<file path="config.mk">
export PLATFORM = sky130hd
export DESIGN_NAME = snitch_fpu_sequencer
export DESIGN_NICKNAME = d
export VERILOG_FILES = /design/src/rtl/snitch_pkg.sv /design/src/rtl/snitch_fpu_sequencer.sv
export SDC_FILE = /design/constraint.sdc
export NUM_CORES = 1
export LEC_CHECK = 0
export CAP_MARGIN = 40
export CORE_MARGIN = 4
export CORE_UTILIZATION = 30
export DETAILED_ROUTE_END_ITERATION = 10
export GPL_TIMING_DRIVEN = 0
export HOLD_SLACK_MARGIN = 0.05
export PLACE_DENSITY = 0.67
export SETUP_SLACK_MARGIN = 0.1
export SKIP_CTS_REPAIR_TIMING = 1
export SYNTH_ARGS = -nofsm -noshare
export SYNTH_HDL_FRONTEND = slang
export SYNTH_SLANG_ARGS = --single-unit
</file>
<file path="constraint.sdc">
create_clock -name clk_i -period 4.6 [get_ports clk_i]
set_input_delay 0.46 -clock clk_i [delete_from_list [all_inputs] [get_ports clk_i]]
set_output_delay 0.46 -clock clk_i [all_outputs]
set_load 0.05 [all_outputs]
</file>
<file path="src/rtl/snitch_pkg.sv">
// Shared constants for the Snitch FPU sequencer: widths and the result/request tag layout.
package snitch_pkg;

    localparam int unsigned FLEN      = 64;
    localparam int unsigned XLEN      = 32;
    localparam int unsigned RegAddrW  = 5;
    localparam int unsigned NumRegs   = 32;
    localparam int unsigned TagW      = 6;
    localparam int unsigned TagIntBit = 5;
    localparam int unsigned FlagsW    = 5;
    localparam int unsigned CntW      = 6;
    localparam int unsigned NumSrc    = 3;

endpackage

</file>
<file path="src/rtl/snitch_fpu_sequencer.sv">
// FPU issue/retire sequencer: FP register scoreboard, in-flight counter, result routing
// to the FP regfile or integer writeback, and sticky exception flag accumulation.
module snitch_fpu_sequencer
    import snitch_pkg::*;
#(
    parameter int unsigned FLEN           = snitch_pkg::FLEN,
    parameter int unsigned MaxOutstanding = 8
) (
    input  logic                          clk_i,
    input  logic                          rst_i,
    input  logic                          issue_valid_i,
    output logic                          issue_ready_o,
    input  logic [RegAddrW-1:0]           issue_rd_i,
    input  logic                          issue_rd_is_int_i,
    input  logic [NumSrc*RegAddrW-1:0]    issue_rs_i,
    input  logic [NumSrc-1:0]             issue_rs_used_i,
    output logic                          fpu_valid_o,
    input  logic                          fpu_ready_i,
    output logic [TagW-1:0]               fpu_tag_o,
    input  logic                          fpu_out_valid_i,
    output logic                          fpu_out_ready_o,
    input  logic [FLEN-1:0]               fpu_result_i,
    input  logic [FlagsW-1:0]             fpu_status_i,
    input  logic [TagW-1:0]               fpu_tag_i,
    output logic                          fpr_we_o,
    output logic [RegAddrW-1:0]           fpr_waddr_o,
    output logic [FLEN-1:0]               fpr_wdata_o,
    output logic                          int_wb_valid_o,
    input  logic                          int_wb_ready_i,
    output logic [RegAddrW-1:0]           int_wb_addr_o,
    output logic [XLEN-1:0]               int_wb_data_o,
    output logic [FlagsW-1:0]             fflags_o,
    input  logic                          fflags_clr_i,
    output logic [CntW-1:0]               outstanding_o,
    output logic [NumRegs-1:0]            busy_o,
    output logic                          error_o
);

    logic [CntW-1:0]     r_outstanding, w_outstanding_n;
    logic [NumRegs-1:0]  r_busy, w_busy_n;
    logic [FlagsW-1:0]   r_fflags, w_fflags_n;
    logic                r_error, w_error_n;

    logic                w_hazard, w_full, w_issue_fire, w_res_fire;
    logic                w_res_is_int, w_res_busy, w_cnt_zero;
    logic [RegAddrW-1:0] w_res_addr;

    // Hazards look only at the registered scoreboard, so a register retiring this cycle still stalls.
    always_comb begin
        w_hazard = 1'b0;
        for (int s = 0; s < int'(NumSrc); s++) begin
            if (issue_rs_used_i[s] && r_busy[issue_rs_i[s*RegAddrW +: RegAddrW]]) begin
                w_hazard = 1'b1;
            end
        end
        if (!issue_rd_is_int_i && r_busy[issue_rd_i]) begin
            w_hazard = 1'b1;
        end
    end

    assign w_full       = (r_outstanding == CntW'(MaxOutstanding));
    assign w_cnt_zero   = (r_outstanding == '0);
    assign fpu_valid_o  = issue_valid_i & ~w_hazard & ~w_full;
    assign issue_ready_o = fpu_ready_i & ~w_hazard & ~w_full;
    assign fpu_tag_o    = {issue_rd_is_int_i, issue_rd_i};
    assign w_issue_fire = fpu_valid_o & fpu_ready_i;

    assign w_res_is_int    = fpu_tag_i[TagIntBit];
    assign w_res_addr      = fpu_tag_i[RegAddrW-1:0];
    assign w_res_busy      = r_busy[w_res_addr];
    assign fpu_out_ready_o = w_res_is_int ? int_wb_ready_i : 1'b1;
    assign w_res_fire      = fpu_out_valid_i & fpu_out_ready_o;

    assign fpr_we_o       = fpu_out_valid_i & ~w_res_is_int & w_res_busy;
    assign fpr_waddr_o    = w_res_addr;
    assign fpr_wdata_o    = fpu_result_i;
    assign int_wb_valid_o = fpu_out_valid_i & w_res_is_int;
    assign int_wb_addr_o  = w_res_addr;
    assign int_wb_data_o  = fpu_result_i[XLEN-1:0];

    // Next-state for counter, scoreboard (set beats clear), flags and error pulse.
    always_comb begin
        w_outstanding_n = r_outstanding;
        w_busy_n        = r_busy;
        w_fflags_n      = r_fflags;
        w_error_n       = 1'b0;

        if (w_issue_fire && !w_res_fire) begin
            w_outstanding_n = r_outstanding + CntW'(1);
        end else if (w_res_fire && !w_issue_fire && !w_cnt_zero) begin
            w_outstanding_n = r_outstanding - CntW'(1);
        end

        if (w_res_fire && !w_res_is_int) begin
            w_busy_n[w_res_addr] = 1'b0;
        end
        if (w_issue_fire && !issue_rd_is_int_i) begin
            w_busy_n[issue_rd_i] = 1'b1;
        end

        if (fflags_clr_i) begin
            w_fflags_n = w_res_fire ? fpu_status_i : '0;
        end else if (w_res_fire) begin
            w_fflags_n = r_fflags | fpu_status_i;
        end

        if (w_res_fire && ((!w_res_is_int && !w_res_busy) || w_cnt_zero)) begin
            w_error_n = 1'b1;
        end
    end

    always_ff @(posedge clk_i or posedge rst_i) begin
        if (rst_i) begin
            r_outstanding <= '0;
            r_busy        <= '0;
            r_fflags      <= '0;
            r_error       <= 1'b0;
        end else begin
            r_outstanding <= w_outstanding_n;
            r_busy        <= w_busy_n;
            r_fflags      <= w_fflags_n;
            r_error       <= w_error_n;
        end
    end

    assign outstanding_o = r_outstanding;
    assign busy_o        = r_busy;
    assign fflags_o      = r_fflags;
    assign error_o       = r_error;

endmodule

</file>
==> results.rst <==
.. list-table::
   :header-rows: 1

   * - Metric
     - Value
   * - Largest delay share family, worst path
     - compound AO/OA/AOI/OAI gates
   * - Classification of the worst setup path
     - primary input to flip-flop
   * - Finished Core Util
     - 46.6%
   * - Cell depth of the worst flop-to-flop path
     - 15
   * - Row count
     - 44
   * - Antenna diode instance count
     - 0
   * - Outcome
     - finished clean
   * - Reg2Reg Setup Slack
     - 0.53 ns
   * - Hold Crit Class
     - primary input to asynchronous set/reset pin
   * - Placed Area
     - 6560 µm²
   * - DRC violations left
     - 0
   * - Clock net sink count
     - 44
   * - GPL Wtd Cong
     - 0.910
   * - Final std cell area, no fill
     - 6740 µm²
   * - Sum of buffers and inverters on the critical path
     - 2
   * - Violation count after the first detailed-route iteration
     - 339
   * - Period minus WS final
     - 4.19 ns
   * - Cell breakdown of the critical path
     - clkdlybuf4s50_1, clkbuf_2, mux4_2, mux2i_1, nand2_1, nand4_1, nand2_2, nor3_4, nand2_2, ha_1, a21o_1, a21oi_1, o21bai_1, a21oi_2, nand2b_1, o21ba_2, a211oi_1
   * - Number of flops mapped to enable cells by yosys
     - 0
   * - CTS root buffer
     - sky130_fd_sc_hd__clkbuf_16
   * - Synth warn
     - 0
   * - Number of slew-limit violations in the final report
     - 0
   * - Wire length of the first global-routing pass
     - 23,000 µm
   * - Syn Std Cell Area
     - 4420 µm²
   * - Via count of the first global-routing pass
     - 4,447
   * - TritonRoute pass-1 iters
     - 5
   * - Longest individual stage delay on the worst path
     - 0.53 ns
   * - Maximum clock frequency
     - 239 MHz
   * - Wire length per cell after detailed routing
     - 18.3 µm
   * - Worst ir drop on vdd
     - 0.156 mV
   * - GRT overflow
     - 0
   * - Total global routing track utilization
     - 17.3%
   * - Total Wirelength
     - 15,600 µm
   * - Worst Setup SP
     - issue_rs_i[12]
   * - Total Nets Final
     - 779
   * - Antenna-violating nets left
     - 0
   * - Adder and majority cell fraction of the synthesized area
     - 1.59%
   * - Average size of a mapped cell
     - 9.46 µm²
   * - Clock transition at the registers of the reported paths
     - 0.06 ns
   * - Critical-path maximum fanout
     - 10
   * - Worst Tran Pin Value
     - 0.688 ns
   * - Destination of the critical timing path
     - outstanding_o[5]
   * - Critical-path top delay cell
     - sky130_fd_sc_hd__mux4_2
   * - Initial cell density of the core
     - 30.5%
   * - Power Dens Cells
     - 307 nW/µm²
   * - Overall die height
     - 129 µm
   * - Die X
     - 129 µm
   * - Number of hold violations in the final report
     - 0
   * - Initial antenna violation count
     - 0
   * - Core Box Area
     - 14,500 µm²
   * - Post-route setup TNS
     - 0 ns
   * - Final Setup Violations
     - 0
   * - Startpoint Class
     - primary input
   * - Vias after detailed routing
     - 4,386
   * - Syn nets
     - 578
   * - Max clock buf depth
     - 2
   * - Clock insertion delay at the later pin of the skew report
     - 0.28 ns
   * - Worst r2r src
     - busy_o[5]
   * - Worst rel slew slack
     - 54.1%
   * - Clock tree skew after final layout
     - 0.00435 ns
   * - Syn Inst Count
     - 467
   * - CP Data Required Time
     - 4.79 ns
   * - Count of input and output buffers
     - 189
   * - Stages on the worst setup path
     - 17
   * - Clock tree from TritonCTS
     - done
   * - Mux share of post-synthesis cell area
     - 22.9%
   * - Fraction of the mapped netlist area in compound gates
     - 13.7%
   * - CTS Buf Count
     - 5
   * - Kind of capture point of the worst setup path
     - flip-flop
   * - Maximum number of pins on one net before global-route repair
     - 29
   * - Dominant cell type by count on the critical path
     - sky130_fd_sc_hd__nand2_2
   * - Post-detail-place hpwl
     - 12,400 µm
   * - Period utilisation layout
     - 91.0%
   * - Area growth from synthesis to layout
     - 52.7%
   * - Overall power consumption
     - 0.00207 W
   * - Minimum setup slack in the final design
     - 0.412 ns
   * - Proportion of synthesized flip-flops having asynchronous set or reset
     - 100%
   * - Part of the Yosys area used for sequential elements
     - 24.9%
   * - FF+latch count, synth
     - 44
   * - Count of filler cells inserted in the layout
     - 1,380
   * - MaxCap Viol Count
     - 0
   * - Die Outline Area
     - 16,700 µm²
   * - # H-tree levels
     - 2
   * - Number of distinct library cells after synthesis
     - 54
   * - Simple logic cell fraction of the synthesized area
     - 13.3%
   * - Place WS
     - -0.227 ns
   * - RSZ-0062 raised after global routing
     - no
   * - Leakage power
     - 2.83 nW
   * - Avg Vias per Cell
     - 5.14
   * - I/O pin cnt
     - 267
   * - Synthesized-area fraction occupied by xor and xnor cells
     - 0.992%
   * - Combinational family with the most area after synthesis
     - multiplexers
   * - CP arrival
     - 4.38 ns
   * - Critical R2R Capture
     - outstanding_o[5]
   * - Share of post-route cells with drive strength above 1
     - 26.5%
   * - Primary FF master, synth
     - sky130_fd_sc_hd__dfrtp_1
[how the worst min path moves through the flow]
stage | start | endpoint | cells after the start
6_report | rst_i | fflags_o[3] | 2
5_1_grt | rst_i | fflags_o[3] | 2
4_1_cts | rst_i | fflags_o[3] | 2
3_5_place_dp | fflags_o[0] | fflags_o[0] | 2
3_3_place_gp | fflags_o[0] | fflags_o[0] | 2
2_1_floorplan | fflags_clr_i | fflags_o[2] | 1
[flip-flops by register name, indices dropped and copies added (netlist names)]
name,cells
busy_o,32
fflags_o,5
error_o,1
outstanding_o,6
[synthesized netlist by cell type, types with 3 or more instances]
library cell / instances / area, µm²
sky130_fd_sc_hd__a21oi_1: 5 / 25.0
sky130_fd_sc_hd__and2_1: 4 / 25.0
sky130_fd_sc_hd__buf_1: 5 / 18.8
sky130_fd_sc_hd__buf_2: 3 / 15.0
sky130_fd_sc_hd__buf_4: 112 / 841
sky130_fd_sc_hd__clkbuf_1: 12 / 45.0
sky130_fd_sc_hd__dfrtp_1: 44 / 1100
sky130_fd_sc_hd__ha_1: 4 / 50.1
sky130_fd_sc_hd__inv_1: 14 / 52.6
sky130_fd_sc_hd__mux2_2: 7 / 78.8
sky130_fd_sc_hd__mux2i_1: 26 / 260
sky130_fd_sc_hd__mux4_1: 5 / 131
sky130_fd_sc_hd__mux4_2: 24 / 541
sky130_fd_sc_hd__nand2_1: 18 / 67.6
sky130_fd_sc_hd__nand2b_1: 9 / 56.3
sky130_fd_sc_hd__nand3_1: 9 / 45.0
sky130_fd_sc_hd__nand3b_1: 13 / 97.6
sky130_fd_sc_hd__nand4_1: 4 / 25.0
sky130_fd_sc_hd__nor2_1: 9 / 33.8
sky130_fd_sc_hd__nor2b_1: 9 / 56.3
sky130_fd_sc_hd__nor3_1: 3 / 15.0
sky130_fd_sc_hd__nor4_1: 4 / 25.0
sky130_fd_sc_hd__o21ai_0: 74 / 370
sky130_fd_sc_hd__o22ai_1: 5 / 31.3
sky130_fd_sc_hd__or3_1: 3 / 18.8
sky130_fd_sc_hd__or3b_2: 4 / 35.0
sky130_fd_sc_hd__xnor2_1: 3 / 26.3
[through the flow]
step,hold slack [ns],std cells
6_report,0.502,853
5_1_grt,0.544,853
4_1_cts,0.508,849
3_5_place_dp,0.519,841
3_3_place_gp,0.513,840
2_1_floorplan,0.556,467
[layout by cell type (no fill, tap or decap), drive strengths merged, types with 3 or more instances in the layout]
cell and n:
a21oi 5, and2 4, buf 126, clkbuf 19
clkdlybuf4s50 189, clkinv 3, dfrtp 44, ha 4
inv 14, mux2 7, mux2i 26, mux4 29
nand2 20, nand2b 9, nand3 9, nand3b 13
nand4 5, nor2 9, nor2b 9, nor3 4
nor4 4, o21ai 74, o22ai 5, or3 3
or3b 4, xnor2 3
[where the power goes]
group	total, W	switching, W	internal (W)
combinational	0.00115	0.000678	0.000473
clock	0.000365	0.000150	0.000214
sequential	0.000557	0.000110	0.000447
[layout make-up]
type | count | area [µm²] | area share (%)
Multi-Input combinational cell | 274 | 2320 | 34.4
Clock inverter | 2 | 10.0 | 0.148
Tap cell | 184 | 230 | 3.41
Buffer | 134 | 945 | 14.0
Sequential cell | 44 | 1100 | 16.3
Clock buffer | 6 | 139 | 2.06
Inverter | 15 | 57.6 | 0.854
Timing Repair Buffer | 194 | 1940 | 28.8
[cells by family after synthesis]
kind of cell / count (synthesis)
and+or+nand+nor: 98
AOI/OAI and AO/OA: 104
xor gates and xnor gates: 5
buffers and inverters: 149
muxes: 62
adders and majority gates: 5
DFF: 44
[routing by layer]
| metal | vias up | share of wire (%) | wire (µm) | GRT usage, % |
|---|---|---|---|---|
| li1 | 1990 | - | - | - |
| met1 | 2091 | 38 | 5910 | 22.0 |
| met2 | 281 | 49 | 7670 | 29.5 |
| met5 | - | 0 | 0 | 0 |
| met4 | 0 | 1.8 | 280 | 5.31 |
| met3 | 24 | 11 | 1780 | 3.46 |
Power figures use the tool's default switching activity.
